File: src/rtl/tmds_encoder.sv
// Single-channel TMDS 8b/10b encoder (DVI 1.0 algorithm) with running-disparity tracking.
// Two-stage pipeline: transition minimisation, then DC balancing / control token selection.
module tmds_encoder #(
    parameter logic [1:0] RESET_CTRL = 2'b00
) (
    input  logic       i_pixclk,
    input  logic       i_rstn,
    input  logic [7:0] i_data,
    input  logic       i_de,
    input  logic [1:0] i_ctrl,
    output logic [9:0] o_encoded_data,
    output logic       o_de
);

    function automatic logic [9:0] ctrl_token(input logic [1:0] c);
        case (c)
            2'b00:   return 10'b1101010100;
            2'b01:   return 10'b0010101011;
            2'b10:   return 10'b0101010100;
            default: return 10'b1010101011;
        endcase
    endfunction

    // ---------------- stage 1: transition minimisation ----------------
    logic [3:0] n1d;
    logic       use_xnor;
    logic [8:0] qm_next;
    logic [3:0] n1_next;

    always_comb begin
        n1d = '0;
        for (int i = 0; i < 8; i++) begin
            n1d = n1d + {3'b000, i_data[i]};
        end
    end

    assign use_xnor = (n1d > 4'd4) || ((n1d == 4'd4) && !i_data[0]);

    always_comb begin
        qm_next    = '0;
        qm_next[0] = i_data[0];
        for (int i = 1; i < 8; i++) begin
            qm_next[i] = use_xnor ? ~(qm_next[i-1] ^ i_data[i]) : (qm_next[i-1] ^ i_data[i]);
        end
        qm_next[8] = ~use_xnor;
    end

    always_comb begin
        n1_next = '0;
        for (int i = 0; i < 8; i++) begin
            n1_next = n1_next + {3'b000, qm_next[i]};
        end
    end

    logic       de_reg;
    logic [1:0] ctrl_reg;
    logic [8:0] qm_reg;
    logic [3:0] n1_reg;
    logic [3:0] n0_reg;

    always_ff @(posedge i_pixclk or negedge i_rstn) begin
        if (!i_rstn) begin
            de_reg   <= 1'b0;
            ctrl_reg <= RESET_CTRL;
            qm_reg   <= '0;
            n1_reg   <= '0;
            n0_reg   <= '0;
        end else begin
            de_reg   <= i_de;
            ctrl_reg <= i_ctrl;
            qm_reg   <= qm_next;
            n1_reg   <= n1_next;
            n0_reg   <= 4'd8 - n1_next;
        end
    end

    // ---------------- stage 2: DC balance ----------------
    // cnt_reg equals the running ones-minus-zeros of the symbols sent this active period.
    logic signed [4:0] cnt_reg;
    logic signed [4:0] cnt_next;
    logic signed [4:0] diff;
    logic        [9:0] sym_reg;
    logic        [9:0] sym_next;
    logic              de_out_reg;

    assign diff = $signed({1'b0, n1_reg}) - $signed({1'b0, n0_reg});

    always_comb begin
        sym_next = ctrl_token(ctrl_reg);
        cnt_next = '0;
        if (de_reg) begin
            if ((cnt_reg == 5'sd0) || (n1_reg == n0_reg)) begin
                sym_next = {~qm_reg[8], qm_reg[8], qm_reg[8] ? qm_reg[7:0] : ~qm_reg[7:0]};
                cnt_next = qm_reg[8] ? (cnt_reg + diff) : (cnt_reg - diff);
            end else if ((!cnt_reg[4] && (n1_reg > n0_reg)) || (cnt_reg[4] && (n0_reg > n1_reg))) begin
                // cnt_reg is known non-zero here, so a clear sign bit means positive
                sym_next = {1'b1, qm_reg[8], ~qm_reg[7:0]};
                cnt_next = cnt_reg + (qm_reg[8] ? 5'sd2 : 5'sd0) - diff;
            end else begin
                sym_next = {1'b0, qm_reg[8], qm_reg[7:0]};
                cnt_next = cnt_reg + diff - (qm_reg[8] ? 5'sd0 : 5'sd2);
            end
        end
    end

    always_ff @(posedge i_pixclk or negedge i_rstn) begin
        if (!i_rstn) begin
            cnt_reg    <= '0;
            sym_reg    <= ctrl_token(RESET_CTRL);
            de_out_reg <= 1'b0;
        end else begin
            cnt_reg    <= cnt_next;
            sym_reg    <= sym_next;
            de_out_reg <= de_reg;
        end
    end

    assign o_encoded_data = sym_reg;
    assign o_de           = de_out_reg;

endmodule
File: config.mk
export PLATFORM = sky130hd
export DESIGN_NAME = tmds_encoder
export DESIGN_NICKNAME = d
export VERILOG_FILES = /design/src/rtl/tmds_encoder.sv
export SDC_FILE = /design/constraint.sdc
export NUM_CORES = 1
export LEC_CHECK = 0
export BUFFER_PORTS_ARGS = -buffer_cell sky130_fd_sc_hd__buf_4
export CAP_MARGIN = 40
export CELL_PAD_IN_SITES_DETAIL_PLACEMENT = 1
export CELL_PAD_IN_SITES_GLOBAL_PLACEMENT = 2
export CORE_MARGIN = 8
export CORE_UTILIZATION = 33
export CTS_BUF_LIST = sky130_fd_sc_hd__clkbuf_2
export DETAILED_ROUTE_END_ITERATION = 6
export HOLD_SLACK_MARGIN = 0.06
export PLACE_DENSITY_LB_ADDON = 0.1
export SLEW_MARGIN = 30
export SYNTH_ARGS = -nofsm -noshare
export SYNTH_HDL_FRONTEND = slang
export SYNTH_SLANG_ARGS = --single-unit
File: constraint.sdc
create_clock -name i_pixclk -period 4 [get_ports i_pixclk]
set_input_delay 0.4 -clock i_pixclk [delete_from_list [all_inputs] [get_ports i_pixclk]]
set_output_delay 0.4 -clock i_pixclk [all_outputs]
set_load 0.03 [all_outputs]
==> impl_summary.log, run 1 <==
INFO  metric core.rowCount = 33
INFO  metric synthesis.area_per_instance = 9.714 sq um
INFO  metric synth_nets = about 330
INFO  metric design.die.area = about 0.011 sq mm
INFO  metric area.growth.synth_to_final = 24.36%
INFO  metric syn-cell-area = around 0.0027 sq mm
INFO  metric outcome = finished with violations
INFO  metric max_clock_freq = between 150 and 200 MHz
INFO  metric drc = 0
INFO  metric critPathSlowestCell = sky130_fd_sc_hd__fa_2
INFO  metric wire_length_of_the_first_global_routing_pass = around 11 mm
INFO  metric yosys-top-cells-count = sky130_fd_sc_hd__inv_1, sky130_fd_sc_hd__dfrtp_1, sky130_fd_sc_hd__ha_1
INFO  metric maxSlewHeadroom = 0.5455
INFO  metric timing.setup.critical_path_class = input port to flip-flop
INFO  metric die_width = roughly 110 um
INFO  metric pin_count_of_the_biggest_net_entering_global_routing = 35
INFO  metric core_region_area = 0.008010 sq mm
INFO  metric setup_slack_of_the_critical_path_after_layout = -1.562 ns
INFO  metric ios = 24
INFO  metric synth-warning-count = 0
INFO  metric failed_checks = setup timing
INFO  metric dr.pass1.iters = 4
INFO  metric die_height = 106.0 um
INFO  metric synth_async_sr_flop_share = 1.000
INFO  metric clock_latency = between 0.3 and 0.4 ns
INFO  metric vias = about 2100
INFO  metric worst_hold_path.num_cells = 1
INFO  metric synthCells = 275
INFO  metric rsz0062_at_grt = yes
INFO  metric report.final.hold_viol_count = 0
INFO  metric tritoncts_clock_tree = done
INFO  metric final-setup-viol-count = 6
INFO  metric slew_viol_final = 0
INFO  metric critical_path.reg2reg.startpoint = n1_reg[1]$_DFF_PN0_
INFO  metric start_kind = input port
INFO  metric postLayoutCoreUtil = 0.4147
INFO  metric cell_with_the_most_instances_after_synthesis = sky130_fd_sc_hd__inv_1
INFO  metric synth.top_cell.area_share = 0.2717
INFO  metric port_buffers = 23
INFO  metric grt_util_all_layers = 0.1176
INFO  metric detail_route.vias_per_cell = between 4 and 5
INFO  metric worst_clock_skew = ~0.018 ns
INFO  metric synth_largest_area_cell = sky130_fd_sc_hd__dfrtp_1
INFO  metric yosys_register_bits = 34
INFO  metric post_route_cells_drive_above_1_share = 0.2623
INFO  metric first_global_vias = around 2300
INFO  metric dpl_cell_area = 0.003144 sq mm
INFO  metric place_congestion = roughly 0.75
INFO  metric crit_required = around 4.3 ns
INFO  metric hp-class = input port to flip-flop
INFO  metric synthFlopType = sky130_fd_sc_hd__dfrtp_1
INFO  metric period_needed = about 5.6 ns
INFO  metric total_routed_length = roughly 6.4 mm
INFO  metric max_stage_delay = 0.57 ns
INFO  metric path_delay_family = adder cells
INFO  metric timing.critical_path.mode_cell = sky130_fd_sc_hd__fa_1
INFO  metric cts-root-buf = sky130_fd_sc_hd__clkbuf_2
INFO  metric start_util = 0.3335
INFO  metric data_arrival_at_the_endpoint_of_the_critical_path = about 5.8 ns
INFO  metric reg2reg_setup_slack = 0.67 ns
INFO  metric finish.net_count = ~380
INFO  metric first_iter_violations = 65
INFO  metric yosysSeqAreaShare = 0.3208
INFO  metric synth-edff-count = 0
INFO  metric route.detailed.wl_per_inst = about 15 um
INFO  metric grt_overflow_total = 0
INFO  metric min_to = de_reg$_DFF_PN0_
INFO  metric synth.area.top_cells = sky130_fd_sc_hd__dfrtp_1, sky130_fd_sc_hd__ha_1, sky130_fd_sc_hd__fa_1, sky130_fd_sc_hd__inv_1, sky130_fd_sc_hd__xnor2_1
INFO  metric largest_register_ffs = 10
INFO  metric antenna_found_initial = 0
INFO  metric tightest_slew = around 0.67 ns
INFO  metric clkSinkCount = 34
INFO  metric clk_pin_slew_worst_paths = 0.18 ns
INFO  metric timing.critical_path.buf_inv = 6
INFO  metric max_cap_viol = 0
INFO  metric post-route-period-util = 1.390
INFO  metric reg2regPathDepth = 12
INFO  metric ys_types = between 40 and 50
INFO  metric clockBufferDepth = 2
INFO  metric fin_area = 0.003322 sq mm
INFO  metric hold_path.startpoint = i_de
INFO  metric critical_path.reg2reg.endpoint = cnt_reg[4]$_DFF_PN0_
INFO  metric antenna-diode-count = 0
INFO  metric tritoncts.num_buffers = 5
INFO  metric htreeDepth = 2
INFO  metric timing.critical_path.fanout_max = 3
INFO  metric place.detailed.hpwl = between 4 and 5 mm
INFO  metric crit_path_cell_trace = buf_8, clkinvlp_4, fa_1, fa_1, fa_1, inv_2, ha_4, fa_2, nor3_2, o22ai_2, xor2_1, inv_1, fa_1, fa_1, inv_1, fa_2, ha_4, fa_2, inv_2, ha_4, xnor2_2
INFO  metric antenna_left = 0
INFO  metric end_kind = flip-flop
[routing by layer]
metal	track usage	routed length, um	up-vias
li1	-	-	1048
met1	0.1445	2931	1046
met2	0.2051	3177	34
met3	0.02480	234	2
met4	0.02814	49	0
met5	0	0	-
[placed cells by master (no fill, tap or decap), drive strengths merged, types with 2 or more instances in the layout]
cell,instances
nor2,5
or4,10
nor3,7
o22ai,3
o211ai,3
buf,50
ha,27
nand2,6
or2,2
inv,45
a21oi,13
xor2,7
or3,3
nor2b,2
fa,12
nand4b,9
o21ai,15
o211a,3
o2111ai,10
o21a,2
nand2b,8
nand3,3
clkbuf,6
nand4,8
dfstp,5
xnor2,16
dfrtp,29
[layout make-up]
class / count / area, sq um
Clock buffer: 6 / 30.03
Clock inverter: 2 / 33.78
Fill cell: 934 / 4688
Inverter: 46 / 176.4
Multi-Input combinational cell: 185 / 1700
Sequential cell: 34 / 857.1
Tap cell: 105 / 131.4
Timing Repair Buffer: 51 / 392.9
[through the flow]
step / hold WS, ns / std cells / setup TNS, ns / worst slack [ns]
floorplan: 0.1044 / 275 / -9.329 / -1.771
global placement: 0.3717 / 418 / -10.69 / -1.967
detailed placement: 0.3771 / 418 / -11.26 / -2.072
CTS: 0.08900 / 428 / -8.355 / -1.592
global route: 0.06707 / 429 / -8.819 / -1.685
finish: 0.1249 / 429 / -8.153 / -1.562
[worst register-to-register path, stage by stage, from the launching register on]
cell,delay (ns)
sky130_fd_sc_hd__dfrtp_1,0.40
sky130_fd_sc_hd__inv_1,0.05
sky130_fd_sc_hd__ha_1,0.36
sky130_fd_sc_hd__o21ai_0,0.24
sky130_fd_sc_hd__a21oi_1,0.18
sky130_fd_sc_hd__nor2_1,0.19
sky130_fd_sc_hd__inv_1,0.10
sky130_fd_sc_hd__fa_1,0.52
sky130_fd_sc_hd__and3b_1,0.23
sky130_fd_sc_hd__or3_1,0.35
sky130_fd_sc_hd__a211oi_1,0.33
sky130_fd_sc_hd__a2111oi_0,0.12
sky130_fd_sc_hd__nand4b_1,0.19
[cells by family (layout without fill, tap and decap cells)]
group | after synthesis | after routing | share of synthesized area
compound gates | 56 | 56 | 0.1447
xor+xnor | 23 | 23 | 0.07541
fa+ha+maj | 39 | 39 | 0.2164
buf+inv | 56 | 105 | 0.08384
flops | 34 | 34 | 0.3208
mux | 1 | 1 | 0.003747
simple gates | 66 | 66 | 0.1550
[worst max path at each step]
stage                     cells after the start  slack, ns      start             endpoint
after global placement                       21      -1.97  i_data[3]  n0_reg[2]$_DFF_PN0_
after global routing                         21      -1.68  i_data[0]  n0_reg[2]$_DFF_PN0_
after detailed placement                     21      -2.07  i_data[3]  n0_reg[2]$_DFF_PN0_
after CTS                                    21      -1.59  i_data[0]  n0_reg[2]$_DFF_PN0_
final                                        21      -1.56  i_data[0]  n0_reg[2]$_DFF_PN0_
after floorplan                              20      -1.77  i_data[0]  n0_reg[2]$_DFF_PN0_
[timing repair]
item | in CTS | in global routing
gates resized for setup | 7 | 9
buffers inserted | 1 | 1
endpoints found under the hold margin | 29 | 0
hold buffers | 1 | 0
setup endpoints to repair | 6 | 6
pin swaps | 8 | 7
Power of run 1 is left out: the tool's default activity adds up to more than one toggle a clock period on the data nets, which glitch-free logic cannot reach.
==> run 2, diff against run 1 <==
--- a/config.mk
+++ b/config.mk
@@ -7,14 +7,13 @@
 export LEC_CHECK = 0
 export BUFFER_PORTS_ARGS = -buffer_cell sky130_fd_sc_hd__buf_4
 export CAP_MARGIN = 40
-export CELL_PAD_IN_SITES_DETAIL_PLACEMENT = 1
-export CELL_PAD_IN_SITES_GLOBAL_PLACEMENT = 2
+export CORE_ASPECT_RATIO = 0.5
 export CORE_MARGIN = 8
 export CORE_UTILIZATION = 33
 export CTS_BUF_LIST = sky130_fd_sc_hd__clkbuf_2
 export DETAILED_ROUTE_END_ITERATION = 6
 export HOLD_SLACK_MARGIN = 0.06
-export PLACE_DENSITY_LB_ADDON = 0.1
+export REMOVE_ABC_BUFFERS = 1
 export SLEW_MARGIN = 30
 export SYNTH_ARGS = -nofsm -noshare
 export SYNTH_HDL_FRONTEND = slang
==> run 2 against run 1 <==
Net effect:
- the flow still finishes with violations (setup timing)
- first-iteration DRC count up 60%
- maximum frequency up 0.44%
- via count down 1.2%
- cell count up 2.3%
- non-clock buffer count up 3
- count of clock-buffer cells in the layout up 1
- wire length down 7.8%
- design area down 0.98%
- clock skew down 0.0051 ns
- largest cell class unchanged
==> impl_summary.log, run 2 (same netlist as run 1, synthesis figures left out) <==
INFO  metric dr.pass1.iters = 4 (unchanged)
INFO  metric tightest_slew = 0.6623 ns (was 0.6746 ns)
INFO  metric place_congestion = 0.8046 (was 0.7535)
INFO  metric max_cap_viol = 0 (unchanged)
INFO  metric layout.filler_cells = 807 (was 934)
INFO  metric dpl_cell_area = 0.003113 sq mm (was 0.003144 sq mm)
INFO  metric grt_overflow_total = 0 (unchanged)
INFO  metric groute.layer.met2.usage = 0.1869 (was 0.2051)
INFO  metric hold_path.startpoint = i_ctrl[1] (was i_de)
INFO  metric max_clock_freq = 180.6 MHz (was 179.8 MHz)
INFO  metric die_width = 143.2 um (was 106.0 um)
INFO  metric ios = 24 (unchanged)
INFO  metric timing.setup.critical_path_class = input port to flip-flop (unchanged)
INFO  metric die_height = 79.62 um (was 106.0 um)
INFO  metric tritoncts_clock_tree = done (unchanged)
INFO  metric place.detailed.hpwl = 4.503 mm (was 4.871 mm)
INFO  metric design.die.area = 0.01140 sq mm (was 0.01123 sq mm)
INFO  metric hp-class = input port to flip-flop (unchanged)
INFO  metric first_global_vias = 2189 (was 2273)
INFO  metric timing.setup.tns = -8.111 ns (was -8.153 ns)
INFO  metric start_kind = input port (unchanged)
INFO  metric antenna-diode-count = 0 (unchanged)
INFO  metric core.rowCount = 23 (was 33)
INFO  metric outcome = finished with violations (unchanged)
INFO  metric htreeDepth = 2 (unchanged)
INFO  metric layout_common_cells = sky130_fd_sc_hd__buf_4, sky130_fd_sc_hd__inv_1, sky130_fd_sc_hd__dfrtp_1 (unchanged)
INFO  metric antenna_left = 0 (unchanged)
INFO  metric maxSlewHeadroom = 0.5538 (was 0.5455)
INFO  metric detail_route.vias_per_cell = 4.795 (was 4.965)
INFO  metric clkSinkCount = 34 (unchanged)
INFO  metric grt_use_met3 = 0.01850 (was 0.02480)
INFO  metric antenna_found_initial = 0 (unchanged)
INFO  metric period_needed = 5.538 ns (was 5.562 ns)
INFO  metric pin_count_of_the_biggest_net_entering_global_routing = 35 (unchanged)
INFO  metric post-route-period-util = 1.384 (was 1.390)
INFO  metric reg2reg_setup_slack = 0.61 ns (was 0.67 ns)
INFO  metric area.growth.synth_to_final = 23.14% (was 24.36%)
INFO  metric worst_setup_path_startpoint = i_data[0] (unchanged)
INFO  metric largest_register_ffs = 10 (unchanged)
INFO  metric grt-busiest-layer = met2 (unchanged)
INFO  metric gr-usage-met1 = 0.1349 (was 0.1445)
INFO  metric total_routed_length = 5.893 mm (was 6.392 mm)
INFO  metric drc = 0 (unchanged)
INFO  metric finish.net_count = 378 (was 375)
INFO  metric start_util = 0.3363 (was 0.3335)
INFO  metric tritoncts.num_buffers = 5 (unchanged)
INFO  metric wire_length_of_the_first_global_routing_pass = 10.03 mm (was 10.85 mm)
INFO  metric data_arrival_at_the_endpoint_of_the_critical_path = 5.81 ns (about the same)
INFO  metric vias = 2105 (was 2130)
INFO  metric final_common_cell = sky130_fd_sc_hd__buf_4 (unchanged)
INFO  metric worst_clock_skew = 0.01299 ns (was 0.01808 ns)
INFO  metric core_region_area = 0.007943 sq mm (was 0.008010 sq mm)
INFO  metric post_route_cells_drive_above_1_share = 0.2569 (was 0.2623)
INFO  metric failed_checks = setup timing (unchanged)
INFO  metric rsz0062_at_grt = yes (unchanged)
INFO  metric report.final.hold_viol_count = 0 (unchanged)
INFO  metric port_buffers = 23 (unchanged)
INFO  metric clockBufferDepth = 2 (unchanged)
INFO  metric final-setup-viol-count = 6 (unchanged)
INFO  metric critical_path.reg2reg.startpoint = n1_reg[1]$_DFF_PN0_ (unchanged)
INFO  metric crit_required = 4.27 ns (was 4.25 ns)
INFO  metric route.detailed.wl_per_inst = 13.42 um (was 14.90 um)
INFO  metric slew_viol_final = 0 (unchanged)
INFO  metric grt_util_all_layers = 0.1074 (was 0.1176)
INFO  metric clk_pin_slew_worst_paths = 0.17 ns (was 0.18 ns)
INFO  metric end_kind = flip-flop (unchanged)
INFO  metric clock_latency = 0.37 ns (was 0.36 ns)
INFO  metric fin_area = 0.003289 sq mm (was 0.003322 sq mm)
INFO  metric timing.critical_path.fanout_max = 3 (unchanged)
INFO  metric setup_slack_of_the_critical_path_after_layout = -1.538 ns (was -1.562 ns)
INFO  metric first_iter_violations = 104 (was 65)
INFO  metric cts-root-buf = sky130_fd_sc_hd__clkbuf_2 (unchanged)
## run 2: cell count changes in the layout (fill, tap and decap cells not counted), moves of 2 or more
cell	previous run	this run
sky130_fd_sc_hd__xnor2_1	14	16
sky130_fd_sc_hd__ha_4	4	2
sky130_fd_sc_hd__xnor2_2	2	0
sky130_fd_sc_hd__buf_4	49	52
## run 2: critical path, cell delays in order
cell and delay [ns]:
sky130_fd_sc_hd__buf_8 0.08, sky130_fd_sc_hd__inv_4 0.03, sky130_fd_sc_hd__fa_1 0.54, sky130_fd_sc_hd__fa_1 0.43
sky130_fd_sc_hd__fa_1 0.49, sky130_fd_sc_hd__inv_1 0.04, sky130_fd_sc_hd__ha_2 0.17, sky130_fd_sc_hd__fa_2 0.53
sky130_fd_sc_hd__nor3_2 0.04, sky130_fd_sc_hd__o22ai_2 0.23, sky130_fd_sc_hd__xnor2_1 0.18, sky130_fd_sc_hd__inv_1 0.09
sky130_fd_sc_hd__fa_1 0.48, sky130_fd_sc_hd__fa_1 0.53, sky130_fd_sc_hd__inv_2 0.04, sky130_fd_sc_hd__fa_2 0.44
sky130_fd_sc_hd__ha_4 0.18, sky130_fd_sc_hd__fa_2 0.56, sky130_fd_sc_hd__inv_2 0.06, sky130_fd_sc_hd__ha_4 0.15
sky130_fd_sc_hd__xnor2_1 0.11
## run 2: layout make-up
type | instances | area, sq um | share of cell area
tap | 112 | 140.1 | 0.04260
sequential | 34 | 857.1 | 0.2606
clock inverter | 1 | 3.754 | 0.001141
inverter | 46 | 175.2 | 0.05325
multi-input combinational | 185 | 1663 | 0.5055
clock buffer | 7 | 35.03 | 0.01065
timing repair buffer | 54 | 415.4 | 0.1263
## run 2: final timing paths
path                                                    end  cells after the start
min in group asynchronous              cnt_reg[2]$_DFF_PN0_                      2
worst max-delay path                    n0_reg[2]$_DFF_PN0_                     21
worst max register to register         cnt_reg[4]$_DFF_PN0_                     12
worst min-delay path                  ctrl_reg[1]$_DFF_PN0_                      1
worst min register to register         cnt_reg[0]$_DFF_PN0_                      1
max in group asynchronous       o_encoded_data[8]$_DFF_PN1_                      2
## run 2: per-layer routing
layer  routed length [um]  up-vias
li1                     -     1055
met1                 2715      999
met2                 2941       45
met3                  170        6
met4                   65        0
met5                    0        -
## run 2: stage by stage
step | util | cells | hold slack (ns) | setup slack (ns)
final | 0.4141 | 439 | 0.1204 | -1.538
after detailed placement | 0.3919 | 424 | 0.3723 | -2.128
after global placement | 0.3919 | 424 | 0.3628 | -2.001
after CTS | 0.4086 | 437 | 0.1085 | -1.487
after floorplan | - | 265 | 0.1044 | -1.891
after global routing | 0.4141 | 439 | 0.08635 | -1.690
## run 2: what timing repair did
action,4_1_cts,5_1_grt
gates resized for setup,13,8
endpoints found under the setup margin,6,6
pin swaps,5,4
hold endpoints to repair,29,0
setup buffers,4,2
hold buffers,1,0
cloned,0,0
Power of run 2 is left out for the same reason.
==> run 3, diff against run 2 <==
--- a/config.mk
+++ b/config.mk
@@ -9,7 +9,7 @@
 export CAP_MARGIN = 40
 export CORE_ASPECT_RATIO = 0.5
 export CORE_MARGIN = 8
-export CORE_UTILIZATION = 33
+export CORE_UTILIZATION = 40
 export CTS_BUF_LIST = sky130_fd_sc_hd__clkbuf_2
 export DETAILED_ROUTE_END_ITERATION = 6
 export HOLD_SLACK_MARGIN = 0.06
==> run 3 against run 2 <==
Net effect:
- the run still ends with setup timing left
- die area decreased by 15%
- wire length increased by 0.61%
- sequential cell count unchanged
- hold slack improved by 0.0036 ns
- maximum frequency about the same
- register-to-register slack improved by 0.10 ns
- largest cell class unchanged
- highest routed layer unchanged
==> impl_summary.log, run 3 (same netlist as run 1, synthesis figures left out) <==
INFO  metric core.rowCount = 21 (was 23)
INFO  metric multi_input_area = 0.001674 sq mm (was 0.001663 sq mm)
INFO  metric crit_required = 4.27 ns (about the same)
INFO  metric dr.pass1.iters = 4 (unchanged)
INFO  metric die_height = 73.79 um (was 79.62 um)
INFO  metric critical_path.reg2reg.startpoint = n1_reg[1]$_DFF_PN0_ (unchanged)
INFO  metric outcome = finished with violations (unchanged)
INFO  metric failed_checks = setup timing (unchanged)
INFO  metric critical_path.reg2reg.endpoint = cnt_reg[4]$_DFF_PN0_ (unchanged)
INFO  metric end_kind = flip-flop (unchanged)
INFO  metric ios = 24 (unchanged)
INFO  metric clk_pin_slew_worst_paths = 0.17 ns (about the same)
INFO  metric reg2regPathDepth = 12 (unchanged)
INFO  metric die_width = 131.6 um (was 143.2 um)
INFO  metric timing.critical_path.mode_cell = sky130_fd_sc_hd__fa_1 (unchanged)
INFO  metric clockBufferDepth = 2 (unchanged)
INFO  metric tritoncts_clock_tree = done (unchanged)
INFO  metric post-route-period-util = 1.384 (about the same)
INFO  metric timing.critical_path.fanout_max = 3 (unchanged)
INFO  metric start_util = 0.4067 (was 0.3363)
INFO  metric grt_overflow_total = 0 (unchanged)
INFO  metric detail_route.vias_per_cell = 5.156 (was 4.795)
INFO  metric worst_setup_path_startpoint = i_data[0] (unchanged)
INFO  metric place.detailed.hpwl = 4.442 mm (was 4.503 mm)
INFO  metric largest_register_ffs = 10 (unchanged)
INFO  metric period_needed = 5.537 ns (was 5.538 ns)
INFO  metric clock_latency = 0.37 ns (about the same)
INFO  metric postLayoutCoreUtil = 0.4960 (was 0.4141)
INFO  metric layout.filler_cells = 630 (was 807)
INFO  metric maxSlewHeadroom = 0.5473 (was 0.5538)
INFO  metric tightest_slew = 0.6790 ns (was 0.6623 ns)
INFO  metric reg2reg_setup_slack = 0.71 ns (was 0.61 ns)
INFO  metric tritoncts.num_buffers = 5 (unchanged)
INFO  metric report.final.hold_viol_count = 0 (unchanged)
INFO  metric cts-root-buf = sky130_fd_sc_hd__clkbuf_2 (unchanged)
INFO  metric max_clock_freq = 180.6 MHz (about the same)
INFO  metric worst_clock_skew = 0.009884 ns (was 0.01299 ns)
INFO  metric pin_count_of_the_biggest_net_entering_global_routing = 35 (unchanged)
INFO  metric route.detailed.wl_per_inst = 14.22 um (was 13.42 um)
INFO  metric post_route_cells_drive_above_1_share = 0.2554 (was 0.2569)
INFO  metric clkSinkCount = 34 (unchanged)
INFO  metric first_global_vias = 2212 (was 2189)
INFO  metric design.die.area = 0.009708 sq mm (was 0.01140 sq mm)
INFO  metric setup_slack_of_the_critical_path_after_layout = -1.537 ns (was -1.538 ns)
INFO  metric antenna_found_initial = 0 (unchanged)
INFO  metric cp_num_cells = 21 (unchanged)
INFO  metric drc = 0 (unchanged)
INFO  metric core_region_area = 0.006569 sq mm (was 0.007943 sq mm)
INFO  metric critPathSlowestCell = sky130_fd_sc_hd__fa_2 (unchanged)
INFO  metric max_stage_delay = 0.56 ns (about the same)
INFO  metric wire_length_of_the_first_global_routing_pass = 10.18 mm (was 10.03 mm)
INFO  metric final_common_cell = sky130_fd_sc_hd__buf_4 (unchanged)
INFO  metric place_congestion = 0.8178 (was 0.8046)
INFO  metric first_iter_violations = 140 (was 104)
INFO  metric vias = 2150 (was 2105)
INFO  metric layout.area.seq = 857.1 sq um (unchanged)
INFO  metric timing.setup.critical_path_class = input port to flip-flop (unchanged)
INFO  metric finish.net_count = 376 (was 378)
INFO  metric final-setup-viol-count = 6 (unchanged)
INFO  metric port_buffers = 23 (unchanged)
INFO  metric htreeDepth = 2 (unchanged)
INFO  metric path_delay_family = adder cells (unchanged)
INFO  metric total_routed_length = 5.929 mm (was 5.893 mm)
INFO  metric layout_common_cells = sky130_fd_sc_hd__buf_4, sky130_fd_sc_hd__inv_1, sky130_fd_sc_hd__dfrtp_1 (unchanged)
INFO  metric timing.critical_path.buf_inv = 6 (unchanged)
INFO  metric rsz0062_at_grt = yes (unchanged)
INFO  metric grt_util_all_layers = 0.1266 (was 0.1074)
INFO  metric area.growth.synth_to_final = 21.97% (was 23.14%)
INFO  metric slew_viol_final = 0 (unchanged)
INFO  metric antenna-diode-count = 0 (unchanged)
INFO  metric crit_path_cell_trace = buf_8, inv_4, fa_1, fa_1, fa_1, inv_2, ha_4, fa_2, nor3_2, o22ai_2, xor2_1, inv_1, fa_1, fa_1, inv_2, fa_2, ha_4, fa_2, inv_2, ha_4, xnor2_2 (was buf_8, inv_4, fa_1, fa_1, fa_1, inv_1, ha_2, fa_2, nor3_2, o22ai_2, xnor2_1, inv_1, fa_1, fa_1, inv_2, fa_2, ha_4, fa_2, inv_2, ha_4, xnor2_1)
INFO  metric data_arrival_at_the_endpoint_of_the_critical_path = 5.81 ns (about the same)
INFO  metric hp-class = input port to flip-flop (unchanged)
INFO  metric start_kind = input port (unchanged)
INFO  metric critical_path.endpoint = n0_reg[2]$_DFF_PN0_ (unchanged)
INFO  metric antenna_left = 0 (unchanged)
INFO  metric max_cap_viol = 0 (unchanged)
run 3: timing repair:
item                       4_1_cts  5_1_grt
hold endpoints to repair        29        0
setup endpoints to repair        6        6
pin swaps                        4        3
setup buffers                    3        2
gates resized for setup         16        7
hold buffers                     1        0
run 3: worst min-delay path by stage:
stage                      start                   end  slack (ns)  cells after the start
after floorplan           i_rstn  cnt_reg[0]$_DFF_PN0_        0.10                      0
after global placement    i_rstn      de_reg$_DFF_PN0_        0.37                      1
after detailed placement  i_rstn      de_reg$_DFF_PN0_        0.38                      1
after CTS                   i_de      de_reg$_DFF_PN0_        0.10                      1
after global routing        i_de      de_reg$_DFF_PN0_        0.07                      1
final                       i_de      de_reg$_DFF_PN0_        0.12                      1
run 3: layout make-up:
class | count | area share
Tap cell | 92 | 0.03533
Timing Repair Buffer | 52 | 0.1229
Clock inverter | 3 | 0.003456
Sequential cell | 34 | 0.2631
Inverter | 46 | 0.05376
Clock buffer | 5 | 0.007681
Multi-Input combinational cell | 185 | 0.5138
run 3: worst register-to-register path: stages (launching register included):
cell and delay [ns]:
sky130_fd_sc_hd__dfrtp_1 0.40, sky130_fd_sc_hd__inv_1 0.05, sky130_fd_sc_hd__ha_1 0.34, sky130_fd_sc_hd__o21ai_0 0.24
sky130_fd_sc_hd__a21oi_1 0.14, sky130_fd_sc_hd__nor2_1 0.20, sky130_fd_sc_hd__inv_1 0.11, sky130_fd_sc_hd__fa_1 0.52
sky130_fd_sc_hd__and3b_1 0.22, sky130_fd_sc_hd__or3_1 0.35, sky130_fd_sc_hd__a211oi_1 0.31, sky130_fd_sc_hd__a2111oi_0 0.11
sky130_fd_sc_hd__nand4b_1 0.19
run 3: stage by stage:
stage / TNS, ns / instances / setup WS (ns) / instance area (sq um) / hold WS (ns)
final: -8.008 / 417 / -1.537 / 3258 / 0.1239
after global routing: -8.648 / 417 / -1.656 / 3258 / 0.07410
after CTS: -7.627 / 415 / -1.458 / 3216 / 0.1026
after detailed placement: -11.53 / 403 / -2.119 / 3080 / 0.3759
after global placement: -10.64 / 403 / -1.962 / 3080 / 0.3676
after floorplan: -9.958 / 265 / -1.891 / 2620 / 0.1044
run 3: per-layer routing:
metal / wire length (um) / vias to the layer above / track usage
li1: - / 1058 / -
met1: 2696 / 1060 / 0.1516
met2: 3065 / 23 / 0.2319
met3: 91 / 9 / 0.01637
met4: 76 / 0 / 0.04666
met5: 0 / - / 0
Power of run 3 is left out for the same reason.
